--- src/rtl/fusion_seq_pkg.sv ---
// Shared types and helpers for the fusion_unit job sequencer.
package fusion_seq_pkg;

  typedef enum logic [2:0] {IDLE, LOAD, STREAM, DRAIN, DONE} state_t;

  localparam logic [2:0] W1 = 3'd1;
  localparam logic [2:0] W2 = 3'd2;
  localparam logic [2:0] W4 = 3'd4;

  function automatic logic width_ok(input logic [2:0] w);
    return (w == W1) || (w == W2) || (w == W4);
  endfunction

  // Accumulator widths up to 32 bits are covered by this extension.
  function automatic logic [31:0] ext_psum(input logic [7:0] psum, input logic sgn);
    return sgn ? {{24{psum[7]}}, psum} : {24'd0, psum};
  endfunction

endpackage

--- src/rtl/fu_lat_tracker.sv ---
// Delays fu_valid by the fusion_unit latency so the matching psum can be picked up.
module fu_lat_tracker #(
  parameter int unsigned FU_LAT = 1
) (
  input  logic clk,
  input  logic rst_n,
  input  logic in_valid,
  output logic out_valid,
  output logic empty
);

  localparam logic [FU_LAT-1:0] UP_MASK = {FU_LAT{1'b1}} >> 1;

  logic [FU_LAT-1:0] pipe;

  always_ff @(posedge clk or negedge rst_n) begin
    if (!rst_n) pipe <= '0;
    else        pipe <= FU_LAT'({pipe, in_valid});
  end

  assign out_valid = pipe[FU_LAT-1];
  // Nothing in flight except possibly the psum landing this cycle.
  assign empty = !in_valid && !(|(pipe & UP_MASK));

endmodule

--- src/rtl/fusion_seq_ctrl.sv ---
// Job sequencer: streams operand pairs into fusion_unit and accumulates its psums.
module fusion_seq_ctrl
  import fusion_seq_pkg::*;
#(
  parameter int unsigned LEN_W  = 8,
  parameter int unsigned ACC_W  = 16,
  parameter int unsigned FU_LAT = 1
) (
  input  logic             clk,
  input  logic             rst_n,
  input  logic             job_valid,
  output logic             job_ready,
  input  logic [LEN_W-1:0] job_len,
  input  logic [2:0]       job_in_width,
  input  logic [2:0]       job_weight_width,
  input  logic             job_s_in,
  input  logic             job_s_weight,
  input  logic             din_valid,
  output logic             din_ready,
  input  logic [3:0]       din_in,
  input  logic [3:0]       din_weight,
  output logic [3:0]       fu_in,
  output logic [3:0]       fu_weight,
  output logic [2:0]       fu_in_width,
  output logic [2:0]       fu_weight_width,
  output logic             fu_s_in,
  output logic             fu_s_weight,
  output logic             fu_valid,
  input  logic [7:0]       fu_psum,
  output logic             res_valid,
  input  logic             res_ready,
  output logic [ACC_W-1:0] res_data,
  output logic             res_err
);

  state_t           state;
  logic [LEN_W-1:0] len;
  logic [LEN_W-1:0] cnt;
  logic [ACC_W-1:0] acc;
  logic [ACC_W-1:0] acc_next;
  logic             trk_valid;
  logic             trk_empty;

  fu_lat_tracker #(.FU_LAT(FU_LAT)) u_trk (
    .clk       (clk),
    .rst_n     (rst_n),
    .in_valid  (fu_valid),
    .out_valid (trk_valid),
    .empty     (trk_empty)
  );

  always_comb begin
    acc_next = acc;
    if (trk_valid) acc_next = acc + ACC_W'(ext_psum(fu_psum, fu_s_in || fu_s_weight));
  end

  always_ff @(posedge clk or negedge rst_n) begin
    if (!rst_n) begin
      state           <= IDLE;
      len             <= '0;
      cnt             <= '0;
      acc             <= '0;
      job_ready       <= 1'b0;
      din_ready       <= 1'b0;
      fu_in           <= '0;
      fu_weight       <= '0;
      fu_in_width     <= '0;
      fu_weight_width <= '0;
      fu_s_in         <= 1'b0;
      fu_s_weight     <= 1'b0;
      fu_valid        <= 1'b0;
      res_valid       <= 1'b0;
      res_data        <= '0;
      res_err         <= 1'b0;
    end else begin
      fu_valid <= 1'b0;
      acc      <= acc_next;
      case (state)
        IDLE: begin
          job_ready <= 1'b1;
          if (job_valid && job_ready) begin
            job_ready       <= 1'b0;
            len             <= job_len;
            fu_in_width     <= job_in_width;
            fu_weight_width <= job_weight_width;
            fu_s_in         <= job_s_in;
            fu_s_weight     <= job_s_weight;
            state           <= LOAD;
          end
        end
        LOAD: begin
          acc <= '0;
          cnt <= '0;
          if (!width_ok(fu_in_width) || !width_ok(fu_weight_width)) begin
            res_err   <= 1'b1;
            res_data  <= '0;
            res_valid <= 1'b1;
            state     <= DONE;
          end else if (len == '0) begin
            res_err   <= 1'b0;
            res_data  <= '0;
            res_valid <= 1'b1;
            state     <= DONE;
          end else begin
            din_ready <= 1'b1;
            state     <= STREAM;
          end
        end
        STREAM: begin
          if (din_valid && din_ready) begin
            fu_in     <= din_in;
            fu_weight <= din_weight;
            fu_valid  <= 1'b1;
            cnt       <= cnt + 1'b1;
            if (cnt + 1'b1 == len) begin
              din_ready <= 1'b0;
              state     <= DRAIN;
            end
          end
        end
        DRAIN: begin
          // The final psum may land this very cycle, so publish acc_next.
          if (trk_empty) begin
            res_data  <= acc_next;
            res_err   <= 1'b0;
            res_valid <= 1'b1;
            state     <= DONE;
          end
        end
        DONE: begin
          if (res_ready) begin
            res_valid <= 1'b0;
            job_ready <= 1'b1;
            state     <= IDLE;
          end
        end
        default: state <= IDLE;
      endcase
    end
  end

endmodule

--- config.mk ---
export PLATFORM = sky130hd
export DESIGN_NAME = fusion_seq_ctrl
export DESIGN_NICKNAME = d
export VERILOG_FILES = /design/src/rtl/fusion_seq_pkg.sv /design/src/rtl/fu_lat_tracker.sv /design/src/rtl/fusion_seq_ctrl.sv
export SDC_FILE = /design/constraint.sdc
export NUM_CORES = 1
export LEC_CHECK = 0
export CORE_MARGIN = 10
export CORE_UTILIZATION = 48
export CTS_CLUSTER_DIAMETER = 80
export DETAILED_ROUTE_END_ITERATION = 12
export DONT_BUFFER_PORTS = 1
export PLACE_DENSITY = 0.65
export SLEW_MARGIN = 20
export SYNTH_ARGS = -nofsm -noshare
export SYNTH_HDL_FRONTEND = slang
export SYNTH_SLANG_ARGS = --single-unit
--- constraint.sdc ---
create_clock -name clk -period 2.7 [get_ports clk]
set_clock_uncertainty 0.05 [all_clocks]
set_input_delay 0 -clock clk [delete_from_list [all_inputs] [get_ports clk]]
set_output_delay 0 -clock clk [all_outputs]
set_load 0.05 [all_outputs]
; Yosys cells after proc, flatten, opt, wreduce, memory -nomap -nowiden
; Index checks and enable logic that the tools add are counted.
[word_totals]
mem_count = 0
word_cells = 98
out_inout_bits = 37
latchBits = 0
ramBits = 0
in_bits = 37
rom_bits = 0
ff_bits = 73
[op_classes]
add_sub_neg = 2
reduce_logical = 24
div = 0
mux = 36
n_eq_ne = 19
multipliers = 0
order_cmp = 0
shift = 0
bitwise = 0
[op_table]
columns = op, count
row1 = 16-bit 2-to-1 mux, 6
row2 = 16-bit case mux with 2 select lines, 1
row3 = 3-bit 2-to-1 mux, 7
row4 = 16-bit adder, 1
row5 = 8-bit case mux with 2 select lines, 1
row6 = 1-bit 2-to-1 mux, 15
row7 = 3-bit case mux with 5 select lines, 1
row8 = "2-bit != test, second input constant", 7
row9 = "3-bit by 2-bit equality test with 1-bit output, second input constant", 4
row10 = 5-bit AND reduction, 2
row11 = "3-bit by 1-bit equality test with 1-bit output, second input constant", 3
row12 = "3-bit equality test, second input constant", 3
row13 = "8-bit by 1-bit adder with 8-bit output, second input constant", 1
row14 = 8-bit equality test, 1
row15 = 8-bit logical NOT, 1
row16 = 8-bit 2-to-1 mux, 1
row17 = 2-bit AND reduction, 4
row18 = 1-bit logical OR, 6
row19 = 1-bit case mux with 2 select lines, 3
row20 = 2-bit nonzero test, 3
row21 = 4-bit AND reduction, 1
row22 = 3-bit logical NOT, 1
row23 = "3-bit != test, second input constant", 1
row24 = 1-bit case mux with 3 select lines, 1
row25 = other kinds (4), 6

; Longest topological paths before layout
; Gate-level depths: netlist of the first run.
[depth]
ltp_word = 7
depth_mapped = 10
ltp_nobuf = 9

; Modules after synthesis
; Synthesis of the first run repeated with hierarchy kept, for this count alone.
[unflattened]
cells_unflattened = 422
hier_area_um2 = 4068.9
[modules_own_cells]
columns = mod, seq_area_each_um2, cells_each, n_inst, area_each_um2
row1 = fusion_seq_ctrl, 1801.7, 420, 1, 4040.1
row2 = fu_lat_tracker, 25.0, 2, 1, 28.8

; Least setup slack after synthesis of the first run
; Ideal clock, no wire load.
[synth_timing]
kind = reg2reg
startpoint = register fu_s_weight
endpoint = register res_data[13]
period_less_slack_ps = 2823
stages_incl_launch_ff = 11
setup_time_ps = 126
n_path_buf = 1
slack_ps = -123
t_arrival_ps = 2647
required_ps = 2524
cell_sequence = dfrtp_1 o21ai_1 inv_1 ha_1 buf_6 a21o_1 a21o_1 a21oi_1 o211ai_1 xor2_1 a221o_1
[synth_via]
elab_chain_len = 6
[synth_rtl]
columns = item, line_no
row1 = from (decl), fusion_seq_ctrl.sv:27  ; output logic fu_s_weight,
row2 = from (signal assigned), fusion_seq_ctrl.sv:87  ; fu_s_weight <= job_s_weight;
row3 = 1-bit logical OR, fusion_seq_ctrl.sv:54  ; if (trk_valid) acc_next = acc + ACC_W'(ext_psum(fu_psum, fu_s_in || fu_s_weight));
row4 = 16-bit 2-to-1 mux, fusion_seq_pkg.sv:16  ; return sgn ? {{24{psum[7]}}, psum} : {24'd0, psum};
row5 = 16-bit adder, fusion_seq_ctrl.sv:54
row6 = 16-bit 2-to-1 mux, fusion_seq_ctrl.sv:54
row7 = 16-bit 2-to-1 mux, fusion_seq_ctrl.sv:123  ; if (trk_empty) begin
row8 = 16-bit case mux with 2 select lines, fusion_seq_ctrl.sv:78  ; case (state)
row9 = to (signal assigned), fusion_seq_ctrl.sv:124  ; res_data <= acc_next;
row10 = to (decl), fusion_seq_ctrl.sv:32  ; output logic [ACC_W-1:0] res_data,
; No other way between the ends. The select of a mux whose other input is x is not followed.
; A chain may end at the register's enable or synchronous reset.

; Worst setup path in the final report of the first run
[layout_timing]
startpoint = register acc[0]
endpoint = register res_data[8]
[layout_via]
elab_chain_len = 4
[layout_rtl]
columns = item, line_no
row1 = from (decl), fusion_seq_ctrl.sv:39  ; logic [ACC_W-1:0] acc;
row2 = from (signal assigned), fusion_seq_ctrl.sv:77  ; acc <= acc_next;
row3 = 16-bit adder, fusion_seq_ctrl.sv:54
row4 = 16-bit 2-to-1 mux, fusion_seq_ctrl.sv:54
row5 = 16-bit 2-to-1 mux, fusion_seq_ctrl.sv:123
row6 = 16-bit case mux with 2 select lines, fusion_seq_ctrl.sv:78
; No other way between the ends. The select of a mux whose other input is x is not followed.

==> flow_summary.ini, run 1 <==
[status]
status = finished clean

[clock_tree]
cts_setup_buffers = 0
root_buffer = clkbuf_8
clk_pin_slew_ps = 70
clock_latency_ps = 350
cts_num_sinks = 73
cts_hold_buf = 28
ctsResizeCount = 0
cts_tree = built
cts-htree-levels = 3
clockBufferDepth = 2
cts_made_buffers = 9

[die]
io_pins = 74
die_x_um = 112
die_y_um = 112
initial_core_util_pct = 49.3
num_rows = 33
fp.coreArea_um2 = 8220
die-area_um2 = 12500

[timing]
worst_pin_slew_ps = 557
final.min_clock_period_ps = 2550
fin_hold_ws_ps = 25.0
hold_viol = 0
setup-tns-final_ps = 0
fmax_mhz = 393
rsz0062_at_grt = no
relSlewSlack_pct = 62.6
timing.final.max_slew_violations = 0
period_share_pct = 94.3
setup_viol = 0

[finish]
final_cell_mix = dfrtp_1, nand2_1, nor2_1, a21oi_1, dlygate4sd3_1
area_growth_syn_to_layout_pct = 16.8
drive_gt1_share_pct = 14.0
antennaDiodeCount = 0
nNetsFinal = 507
layout_commonest_cell = dfrtp_1
nFillCells = 699

[logic_synthesis]
yosysUniqueCellTypes = 57
synth.area.top_cells = dfrtp_1, nand2_1, ha_1
async_flop_share_pct = 100
syn_inst = 416
synth_top_family_by_area = compound AO/OA/AOI/OAI gates
synth_seq_cells = 73
synth_edf_count = 0
ys_seq_area_share_pct = 45.1
synthAdderAreaFrac_pct = 5.44
synthFlopType = dfrtp_1
synth.net_count = 470
yosysTopAreaCellShare_pct = 45.1
synth_area_um2 = 4050
synthXorXnorAreaFrac_pct = 4.98
synth-compound-area-share_pct = 17.7
synth_mux_area_share_pct = 6.43
synth.avg_cell_area_um2 = 9.73
synthSimpleGateAreaFrac_pct = 16.8
yosysTopAreaCell = dfrtp_1
yosysWarnings = 0

[global_routing]
overflow = 0
grt_max_degree = 74
track_usage_pct = 16.3
first_global_vias = 3256
antenna_found_initial = 0
grt_pass1_wl_um = 16900

[place]
io_buffer_count = 0
hpwl_um = 7160
place.gp.congestion = 0.880

[routing]
drc = 0
drt-pass1-iter-count = 4
ant_nets = 0
drtIter0Drc = 158
wl_per_cell_um = 17.6
drt-total-wl_um = 9900
vias = 3220
viasPerCell = 5.72

[power]
ir_worst_vdd_mv = 0.797
p_leak_nw = 2.12
power_density_nw_per_um2 = 1100

[job]
maxCapViolCount = 0

[worst_setup_path]
worstPathCellList = ha_1 -> fa_1 -> a21o_2 -> a221oi_1 -> o21ai_1 -> xor2_1 -> mux2i_1 -> o31ai_1
slowest_stage = fa_1
startpoint_type = register
arrival_ps = 2750
cp.required_ps = 2900
worst-setup-path-type = register to register
max_stage_delay_ps = 430
path_max_fanout = 4
cp-end-kind = register

[worst_hold_path]
hold_class = input port to register
==> state kept, by name, summed over array words and instances (netlist names) <==
| register | count |
|---|---|
| acc | 16 |
| cnt | 8 |
| din_ready | 1 |
| fu_in | 4 |
| fu_in_width | 3 |
| fu_s_in | 1 |
| fu_s_weight | 1 |
| fu_valid | 1 |
| fu_weight | 4 |
| fu_weight_width | 3 |
| job_ready | 1 |
| len | 8 |
| res_data | 16 |
| res_err | 1 |
| res_valid | 1 |
| state | 3 |
| u_trk.out_valid | 1 |
==> layer usage <==
layer,vias up,track usage [%],part of all wire [%]
li1,1569,-,-
met1,1575,20.2,45
met2,71,26.9,49
met3,5,5.21,5.3
met4,0,3.34,0.72
met5,-,0,0
==> Yosys cell counts (4+ instances only) <==
cell type	count
nor3_1	5
mux2i_1	8
nand2b_1	6
dfrtp_1	73
ha_1	16
clkbuf_1	8
nand3_1	11
mux2_2	16
nor2_1	36
a21o_2	4
and3_1	4
o21ai_1	6
nor4_1	5
xor2_1	7
a21oi_1	28
nand4_1	6
o21ai_0	20
inv_1	5
xnor2_1	16
nand2_1	63
o31ai_1	13
==> worst max-delay path, delay by kind of cell, from the launching register on <==
kind	cells	cell delay, ps
compound gates	4	1030
xor+xnor	1	210
fa+ha+maj	2	650
mux	1	140
flops	1	380
==> where the power goes <==
part	switching [mW]	internal, mW
clock	0.426	0.549
sequential	0.692	1.41
combinational	1.24	0.896
==> cells by family (layout without fill, tap and decap cells) <==
family	after synthesis	after routing
XOR/XNOR	23	23
buffers and inverters	25	67
AO/OA/AOI/OAI	107	107
flip-flops	73	73
adder cells (fa/ha/maj)	17	17
AND/OR/NAND/NOR	147	147
multiplexers	24	24
==> per-stage QoR <==
step	area, µm²	std cells	power (mW)	setup WS, ps	util [%]
detailed placement	4200	519	4.20	207	51.1
global placement	4200	519	4.16	260	51.1
CTS	4730	563	5.24	200	57.5
global route	4730	563	5.60	18.9	57.5
finish	4730	563	5.22	154	57.5
floorplan	4050	416	3.70	77.4	-
==> layout make-up <==
cell class | count | area, µm² | share of cell area (%)
clock buffer | 10 | 138 | 2.91
clock inverter | 6 | 90.1 | 1.91
sequential | 73 | 1830 | 38.7
tap | 105 | 131 | 2.78
timing repair buffer | 44 | 430 | 9.11
multi-input combinational | 318 | 2080 | 44.0
inverter | 7 | 26.3 | 0.556
==> worst paths after layout <==
path                           start              to  slack, ps  depth (start not counted)
max in group asynchronous      rst_n         fu_s_in       2150                          2
hold / removal             job_valid     fu_s_weight         30                          3
setup / recovery              acc[0]     res_data[8]        150                          8
hold reg to reg               cnt[6]          cnt[6]        490                          1
setup reg to reg              acc[0]     res_data[8]        150                          8
min in group asynchronous      rst_n  fu_in_width[2]        160                          2
(Power assumes the default switching activity.)
==> inputs of run 2 (changes only) <==
CORE_UTILIZATION = 30   (was 48)
PLACE_DENSITY = default   (was 0.65)
SKIP_LAST_GASP = 1   (was default)
==> run 2 against run 1 <==
Register-to-register slack better by 60 ps. Critical path depth stayed put. Sequential share of layout area is 1.5 points lower. Critical endpoint is now res_data[14]. Largest cell class unchanged. Highest routed layer unchanged.
==> flow_summary.ini, run 2 (synthesis results as in run 1) <==
[finish]
nNetsFinal = 508
drive_gt1_share_pct = 13.7
reg.largest.list = acc (16), res_data (16)
final_cell_mix = dfrtp_1, nand2_1, nor2_1, a21oi_1, dlygate4sd3_1
layout_commonest_cell = dfrtp_1
antennaDiodeCount = 0
nFillCells = 1315
area_growth_syn_to_layout_pct = 21.5

[timing]
relSlewSlack_pct = 63.0
rsz0062_at_grt = no
worst_pin_slew_ps = 552
hold_viol = 0
timing.final.max_slew_violations = 0
fmax_mhz = 402
setup_viol = 0
period_share_pct = 92.0
final.min_clock_period_ps = 2480
setup-tns-final_ps = 0

[worst_setup_path]
crit_start = acc[0]
cp.required_ps = 2860
r2r_end = res_data[14]
crit_cells = 8
max_stage_delay_ps = 410
cp-end-kind = register
worst-r2r-cell-count = 8
critPathBufInv = 0
crit_family = compound AO/OA/AOI/OAI gates
path_max_fanout = 4
crit_end = res_data[14]
slowest_stage = fa_1
rr_startpoint = acc[0]
worst-setup-path-type = register to register
r2r_slack_ps = 220
worstPathCellList = ha_1 -> fa_1 -> a21o_2 -> a22o_1 -> o31a_1 -> and4b_1 -> nor4_2 -> o21ai_1
startpoint_type = register
arrival_ps = 2640

[power]
ir_worst_vdd_mv = 0.687
finalPower_mw = 5.52
p_leak_nw = 2.16
power_density_nw_per_um2 = 1120

[routing]
drt-total-wl_um = 10400
vias = 3222
drc = 0
drtIter0Drc = 123
drt-pass1-iter-count = 4
viasPerCell = 5.07
ant_nets = 0
wl_per_cell_um = 16.4

[die]
io_pins = 74
die_x_um = 136
initial_core_util_pct = 30.6
fp.coreArea_um2 = 13200
num_rows = 42
die-area_um2 = 18500
die_y_um = 136

[place]
place.gp.congestion = 0.858
io_buffer_count = 0
hpwl_um = 7650

[job]
maxCapViolCount = 0

[global_routing]
track_usage_pct = 11.5
grt_pass1_wl_um = 17000
antenna_found_initial = 0
first_global_vias = 3202
overflow = 0
grt_max_degree = 74

[clock_tree]
cts_num_sinks = 73
cts_made_buffers = 9
clock_latency_ps = 340
cts_setup_buffers = 0
clockBufferDepth = 2
cts_tree = built
clk_pin_slew_ps = 60
root_buffer = clkbuf_16
cts-htree-levels = 3

[worst_hold_path]
hold_path_depth = 2
hold_class = input port to register

[status]
status = finished clean
==> run 2: worst min path at each step <==
stage,startpoint,endpoint
after floorplan,rst_n,acc[0]
after global placement,rst_n,cnt[6]
after detailed placement,rst_n,cnt[5]
after CTS,din_valid,cnt[7]
after global routing,din_valid,cnt[7]
final,din_valid,cnt[7]
==> run 2: per-layer routing <==
metal  part of all wire (%)  track usage, %
met5                      0               0
met1                     41            13.5
met2                     51            19.6
met4                    1.1            2.84
met3                    6.3            3.91
==> run 2: area by class of cell <==
cell class / count / area [µm²] / area share (%)
clock buffer: 10 / 229 / 4.66
clock inverter: 6 / 92.6 / 1.88
inverter: 7 / 26.3 / 0.534
multi-input combinational: 318 / 2080 / 42.3
sequential: 73 / 1830 / 37.2
tap: 176 / 220 / 4.48
timing repair buffer: 45 / 440 / 8.95
==> run 2: repair_timing <==
action                    in CTS  in global routing
hold buffers                  29                  0
resized for setup              0                  0
hold endpoints to repair     101                  0
==> run 2: where the power goes <==
part,internal (mW),switching (mW)
Sequential,1.42,0.681
Clock,0.812,0.467
Combinational,0.899,1.24
Total,3.13,2.39
==> run 2: metrics by stage <==
step	worst slack (ps)	instance area, µm²	instances	util [%]	hold slack, ps
global placement	279	4290	590	32.4	-343
floorplan	77.4	4050	416	-	-346
finish	215	4920	635	37.1	22.7
CTS	211	4920	635	37.1	16.8
detailed placement	220	4290	590	32.4	-343
global route	51.3	4920	635	37.1	80.8
